**src/rtl/sram6168_pkg.sv**
```systemverilog
`default_nettype none
// ============================================================================
//  Module  : sram6168_pkg
//  Brief   : Shared types and constants for the IDT6168A access controller.
//  Rev     : 1.0  initial release
// ============================================================================
package sram6168_pkg;

  localparam int SRAM_ADDR_W = 12;
  localparam int SRAM_DATA_W = 4;

  typedef enum logic [1:0] {
    ST_IDLE    = 2'd0,
    ST_SETUP   = 2'd1,
    ST_STROBE  = 2'd2,
    ST_RECOVER = 2'd3
  } sram_state_t;

endpackage
`default_nettype wire

```
**src/rtl/sram_sweep_counter.sv**
```systemverilog
`default_nettype none
// ============================================================================
//  Module  : sram_sweep_counter
//  Brief   : Clear-sweep address counter; saturates at all-ones (tc).
//  Rev     : 1.0  initial release
// ============================================================================
module sram_sweep_counter
  import sram6168_pkg::*;
#(
  parameter int WIDTH = SRAM_ADDR_W
) (
  input  logic             sysclk,
  input  logic             sys_rst_n,
  input  logic             clr,
  input  logic             inc,
  output logic [WIDTH-1:0] cnt,
  output logic             tc
);

  assign tc = &cnt;

  always_ff @(posedge sysclk or negedge sys_rst_n) begin
    if (!sys_rst_n) begin
      cnt <= '0;
    end else if (clr) begin
      cnt <= '0;
    end else if (inc && !tc) begin
      cnt <= cnt + 1'b1;
    end
  end

endmodule
`default_nettype wire

```
**src/rtl/sram6168_ctrl.sv**
```systemverilog
`default_nettype none
// ============================================================================
//  Module  : sram6168_ctrl
//  Brief   : Single-request access sequencer and power-up clear for a 4K x 4
//            IDT6168A SRAM; all SRAM strobes come straight from flops.
//  Rev     : 1.0  initial release
// ============================================================================
module sram6168_ctrl
  import sram6168_pkg::*;
#(
  parameter int ADDR_W       = SRAM_ADDR_W,
  parameter int DATA_W       = SRAM_DATA_W,
  parameter int WAIT_CYCLES  = 1,
  parameter int CLR_ON_RESET = 1
) (
  input  logic              sysclk,
  input  logic              sys_rst_n,
  input  logic              req,
  input  logic              we,
  input  logic [ADDR_W-1:0] addr,
  input  logic [DATA_W-1:0] wdata,
  output logic              ack,
  output logic [DATA_W-1:0] rdata,
  output logic              busy,
  input  logic              clr_start,
  output logic              clr_done,
  output logic [ADDR_W-1:0] A_11_0,
  output logic              CE_n,
  output logic              WE_n,
  output logic [DATA_W-1:0] D_out,
  output logic              D_oe,
  input  logic [DATA_W-1:0] D_in
);

  localparam logic [2:0] c_waitLast = 3'(WAIT_CYCLES);
  localparam logic       c_clrInit  = (CLR_ON_RESET != 0);

  sram_state_t       r_state;
  sram_state_t       w_next;
  logic              r_clrPend;
  logic              r_clrMode;
  logic              r_we;
  logic [DATA_W-1:0] r_wdata;
  logic [2:0]        r_wait;

  logic              w_load;
  logic              w_ldWe;
  logic [DATA_W-1:0] w_ldData;
  logic [ADDR_W-1:0] w_ldAddr;
  logic              w_opWe;
  logic              w_clrSet;
  logic              w_clrEnd;
  logic              w_swClr;
  logic              w_swInc;
  logic              w_waitClr;
  logic              w_waitInc;
  logic              w_ackNext;
  logic              w_doneNext;
  logic              w_capture;
  logic [ADDR_W-1:0] w_swCnt;
  logic              w_swTc;

  sram_sweep_counter #(.WIDTH(ADDR_W)) u_sweep (
    .sysclk    (sysclk),
    .sys_rst_n (sys_rst_n),
    .clr       (w_swClr),
    .inc       (w_swInc),
    .cnt       (w_swCnt),
    .tc        (w_swTc)
  );

  assign busy   = (r_state != ST_IDLE) | r_clrPend | r_clrMode;
  assign w_opWe = w_load ? w_ldWe : r_we;

  always_comb begin
    w_next     = r_state;
    w_load     = 1'b0;
    w_ldWe     = r_we;
    w_ldData   = r_wdata;
    w_ldAddr   = A_11_0;
    w_clrSet   = 1'b0;
    w_clrEnd   = 1'b0;
    w_swClr    = 1'b0;
    w_swInc    = 1'b0;
    w_waitClr  = 1'b0;
    w_waitInc  = 1'b0;
    w_ackNext  = 1'b0;
    w_doneNext = 1'b0;
    w_capture  = 1'b0;
    case (r_state)
      ST_IDLE: begin
        // a clear sweep wins over a request in the same cycle
        if (r_clrPend || clr_start) begin
          w_next   = ST_SETUP;
          w_clrSet = 1'b1;
          w_swClr  = 1'b1;
          w_load   = 1'b1;
          w_ldWe   = 1'b1;
          w_ldData = '0;
          w_ldAddr = '0;
        end else if (req) begin
          w_next   = ST_SETUP;
          w_load   = 1'b1;
          w_ldWe   = we;
          w_ldData = wdata;
          w_ldAddr = addr;
        end
      end
      ST_SETUP: begin
        w_next    = ST_STROBE;
        w_waitClr = 1'b1;
      end
      ST_STROBE: begin
        if (r_wait == c_waitLast) begin
          w_next     = ST_RECOVER;
          w_capture  = !r_we;
          w_ackNext  = !r_clrMode;
          w_doneNext = r_clrMode && w_swTc;
        end else begin
          w_waitInc = 1'b1;
        end
      end
      ST_RECOVER: begin
        if (r_clrMode && !w_swTc) begin
          // next sweep word goes straight to SETUP, skipping IDLE
          w_next   = ST_SETUP;
          w_swInc  = 1'b1;
          w_load   = 1'b1;
          w_ldWe   = 1'b1;
          w_ldData = '0;
          w_ldAddr = w_swCnt + 1'b1;
        end else begin
          w_next   = ST_IDLE;
          w_clrEnd = r_clrMode;
        end
      end
      default: w_next = ST_IDLE;
    endcase
  end

  always_ff @(posedge sysclk or negedge sys_rst_n) begin
    if (!sys_rst_n) begin
      r_state   <= ST_IDLE;
      r_clrPend <= c_clrInit;
      r_clrMode <= 1'b0;
      r_we      <= 1'b0;
      r_wdata   <= '0;
      r_wait    <= '0;
      A_11_0    <= '0;
      CE_n      <= 1'b1;
      WE_n      <= 1'b1;
      D_out     <= '0;
      D_oe      <= 1'b0;
      ack       <= 1'b0;
      rdata     <= '0;
      clr_done  <= 1'b0;
    end else begin
      r_state <= w_next;
      if (w_clrSet) begin
        r_clrPend <= 1'b0;
        r_clrMode <= 1'b1;
      end else if (w_clrEnd) begin
        r_clrMode <= 1'b0;
      end
      if (w_waitClr) begin
        r_wait <= '0;
      end else if (w_waitInc) begin
        r_wait <= r_wait + 1'b1;
      end
      if (w_load) begin
        r_we    <= w_ldWe;
        r_wdata <= w_ldData;
        A_11_0  <= w_ldAddr;
        if (w_ldWe) begin
          D_out <= w_ldData;
        end
      end
      // strobes are registered from the next state so they never glitch
      CE_n     <= (w_next == ST_IDLE);
      WE_n     <= !((w_next == ST_STROBE) && w_opWe);
      D_oe     <= (w_next != ST_IDLE) && w_opWe;
      ack      <= w_ackNext;
      clr_done <= w_doneNext;
      if (w_capture) begin
        rdata <= D_in;
      end
    end
  end

endmodule
`default_nettype wire
```
**config.mk**
```make
export PLATFORM = sky130hd
export DESIGN_NAME = sram6168_ctrl
export DESIGN_NICKNAME = d
export VERILOG_FILES = /design/src/rtl/sram6168_pkg.sv /design/src/rtl/sram_sweep_counter.sv /design/src/rtl/sram6168_ctrl.sv
export SDC_FILE = /design/constraint.sdc
export NUM_CORES = 1
export LEC_CHECK = 0
export ABC_AREA = 1
export CAP_MARGIN = 20
export CORE_ASPECT_RATIO = 0.5
export CORE_MARGIN = 1.5
export CORE_UTILIZATION = 51
export CTS_CLUSTER_SIZE = 12
export DETAILED_ROUTE_END_ITERATION = 7
export GPL_TIMING_DRIVEN = 0
export PLACE_DENSITY = 0.79
export SETUP_SLACK_MARGIN = 0.4
export SLEW_MARGIN = 15
export SYNTH_ARGS = -nofsm -noshare
export SYNTH_HDL_FRONTEND = slang
export SYNTH_SLANG_ARGS = --single-unit
```
**constraint.sdc**
```tcl
create_clock -name sysclk -period 1.9 [get_ports sysclk]
set_clock_uncertainty 0.15 [all_clocks]
set_input_delay 0.475 -clock sysclk [delete_from_list [all_inputs] [get_ports sysclk]]
set_output_delay 0.475 -clock sysclk [all_outputs]
set_load 0.01 [all_outputs]
```
==> flow_metrics.py <==
metrics = {
    "global_routing": {
        "grt_usage_pct": 28.3,
        "grt_max_degree": 26,
        "grt_first_pass_wirelength_mm": 11.4,
        "grt-ovfl-total": 0,
        "antenna_found_initial": 0,
        "grt_pass1_vias": 2515,
    },
    "worst_setup_path": {
        "slowest_stage": "dfrtp_1",
        "critPathMaxFanout": 6,
        "crit_top_cell": "nand2_1",
        "critical_path_class": "reg -> reg",
        "regToRegStartpoint": "u_sweep.cnt[2]",
        "reg2reg_to": "A_11_0[7]",
        "worstSetupPathDepth": 7,
        "cp-endpoint": "A_11_0[7]",
        "cp.arrival_ns": 2.07,
        "cp-startpoint": "u_sweep.cnt[2]",
        "worst_setup_path_end_kind": "flop",
        "path_cells": "nand3_1, inv_1, nand2_1, xor2_1, o21ai_0, nand2_2, nand2_1",
        "startpoint_type": "flop",
        "critPathTopFamily": "flip-flops",
        "path_buf_inv": 1,
        "r2r_slack_ns": -0.07,
        "reg2reg_depth": 7,
        "cp.required_ns": 2.01,
        "max_stage_delay_ns": 0.56,
    },
    "timing": {
        "rsz0062_at_grt": "yes",
        "setup_viol": 1,
        "slew_violations": 0,
        "worst_pin_slew_ns": 0.646,
        "final.setup.worst_slack_ns": -0.0662,
        "finalHoldViolations": 0,
        "fin_crit_sh_pct": 103,
        "tns_ns": -0.0662,
        "fin_crit_ns": 1.97,
        "timing.fmax_mhz": 509,
        "relSlewSlack_pct": 56.9,
    },
    "synthesis": {
        "synth_seq_area_share_pct": 47.9,
        "synth-async-reset-ratio_pct": 100,
        "ys.warnings.count": 0,
        "ys.flop_type": "dfrtp_1",
        "ys_types": 35,
        "synth_edf_count": 0,
        "syn_area_sq_um": 2570,
        "syn_nets": 344,
        "synth_seq_cells": 49,
        "synthCells": 312,
        "syn_area_per_cell_sq_um": 8.23,
    },
    "pwr": {
        "vdd_drop_max_uv": 1070,
        "p_leak_nw": 1.97,
        "power.density_nw_per_um2": 1680,
    },
    "run": {
        "drv_cap": 0,
    },
    "floorplan": {
        "std_cell_rows": 18,
        "start_util_pct": 52.6,
        "boundaryPins": 51,
        "die_h_um": 53.2,
        "core-area_sq_um": 4890,
        "die_area_sq_um": 5500,
        "die_x_um": 103,
    },
    "clocking": {
        "root_buffer": "clkbuf_8",
        "cts.clk_slew.worst_paths_ns": 0.10,
        "cts_tree": "yes",
        "cts_buffers": 5,
        "clk_path_buf_depth": 2,
        "cts.sinks": 49,
        "hold_buffers": 0,
        "clk_latency_ns": 0.31,
        "htree_levels": 2,
    },
    "drt": {
        "first_pass_iters": 7,
        "drt-total-wl_mm": 9.26,
        "ant_nets": 0,
        "viasPerCell": 5.61,
        "drc": 0,
        "dr.first_iter.drc_count": 238,
        "vias": 2728,
        "wire_per_inst_um": 19.1,
    },
    "layout": {
        "n_antenna_cell": 0,
        "fin_nets": 447,
        "drive_above_1_share_pct": 43.8,
        "utilization_pct": 82.5,
        "syn_to_final_growth_pct": 57.0,
    },
    "run_status": {
        "violations": "negative setup slack",
        "outcome": "finished with violations",
    },
    "placed_design": {
        "place.port_buffers": 50,
        "place_ws_ns": -0.269,
        "dp.final_hpwl_mm": 4.33,
        "gp_congestion": 0.849,
    },
    "hold_path": {
        "hold_path_class": "in -> async",
    },
}
cell usage in the layout, fill, tap and decap left out, types with 6 or more instances in the layout:
cell type,netlist,final
nand2_2,4,20
inv_2,1,10
dfrtp_1,46,44
o21ai_0,18,11
nor2_1,16,8
inv_1,35,23
nor2_4,1,7
clkdlybuf4s50_1,0,21
nand2_1,118,93
buf_6,2,20
o22ai_2,0,6
buf_2,2,22
nand2_4,3,10
buf_4,1,31
xor2_1,6,6
nand3_1,9,6
report_power, final:
| part | switching [mW] | internal [mW] | leakage, nW | total (mW) |
|---|---|---|---|---|
| Sequential | 0.264 | 1.42 | 0.633 | 1.68 |
| Combinational | 2.43 | 1.91 | 1.28 | 4.34 |
| Clock | 0.377 | 0.392 | 0.0552 | 0.768 |
| Total | 3.07 | 3.72 | 1.97 | 6.79 |
how the worst min path moves through the flow:
stage               from   endpoint  slack [ns]  cells after the start
2_1_floorplan  sys_rst_n  A_11_0[0]        0.03                      0
3_3_place_gp   r_clrPend  r_clrPend        0.31                      2
3_5_place_dp   r_clrPend  r_clrPend        0.31                      2
4_1_cts        sys_rst_n  A_11_0[4]        0.04                      1
5_1_grt        sys_rst_n  A_11_0[4]        0.06                      1
6_report       sys_rst_n  A_11_0[4]        0.02                      1
cell families (layout without fill, tap and decap cells):
group / count (synthesis) / in the layout / share of synthesized area [%]
compound gates: 37 / 37 / 8.77
xor+xnor: 7 / 7 / 2.39
fa+ha+maj: 7 / 7 / 3.41
buf+inv: 43 / 147 / 7.21
flops: 49 / 49 / 47.9
mux: 5 / 5 / 2.14
simple gates: 164 / 164 / 28.2
cell type report:
class                      count  area (sq um)
buffer                         6          65.1
clock buffer                   6          72.6
clock inverter                 2          35.0
fill                         247           853
inverter                      37           154
multi-input combinational    220          1550
sequential                    49          1230
tap                           70          87.6
timing repair buffer          96           838
sequential cells by signal (all words and copies together), names as in the netlist:
| name | flops |
|---|---|
| CE_n | 1 |
| clr_done | 1 |
| r_we | 1 |
| rdata | 4 |
| ack | 1 |
| D_out | 4 |
| r_wdata | 4 |
| r_wait | 3 |
| r_clrMode | 1 |
| D_oe | 1 |
| r_state | 2 |
| u_sweep.cnt | 12 |
| r_clrPend | 1 |
| A_11_0 | 12 |
| WE_n | 1 |
cells in the mapped netlist, types with 2 or more instances:
library cell,count,area [sq um]
nor2_1,16,60.1
dfrtp_1,46,1150
buf_2,2,10.0
ha_1,7,87.6
nor3_1,3,15.0
dfstp_2,3,78.8
nor3_2,2,20.0
nand4_1,2,12.5
a21oi_1,3,15.0
nand2_2,4,25.0
nand2_4,3,33.8
buf_6,2,22.5
o21bai_1,4,30.0
nor2_2,2,12.5
mux2_2,4,45.0
inv_1,35,131
nand2_1,118,443
xor2_1,6,52.6
o22ai_1,9,56.3
o21ai_0,18,90.1
nand3_1,9,45.0
stage by stage:
step	power [mW]	hold slack, ns	std cells	cell area, sq um
final	6.79	0.0188	486	4030
after detailed placement	4.21	0.313	433	3230
after global placement	4.10	0.305	432	3210
after CTS	5.84	0.0410	474	3780
after global routing	7.06	0.0558	486	4030
after floorplan	3.29	0.0294	312	2620
layer usage:
metal,vias to the layer above,GRT usage [%],share of wire (%)
li1,1186,-,-
met1,1319,30.4,38
met2,164,52.5,50
met3,59,6.21,6.2
met4,0,16.2,5.4
met5,-,0,0
repair_timing:
action / CTS / global route
resized for setup: 188 / 38
buffers inserted: 31 / 12
cloned: 2 / 0
pin swaps: 21 / 21
hold endpoints to repair: 0 / 0
setup endpoints to repair: 67 / 52
Note: power is estimated with default switching activity, not from simulation.
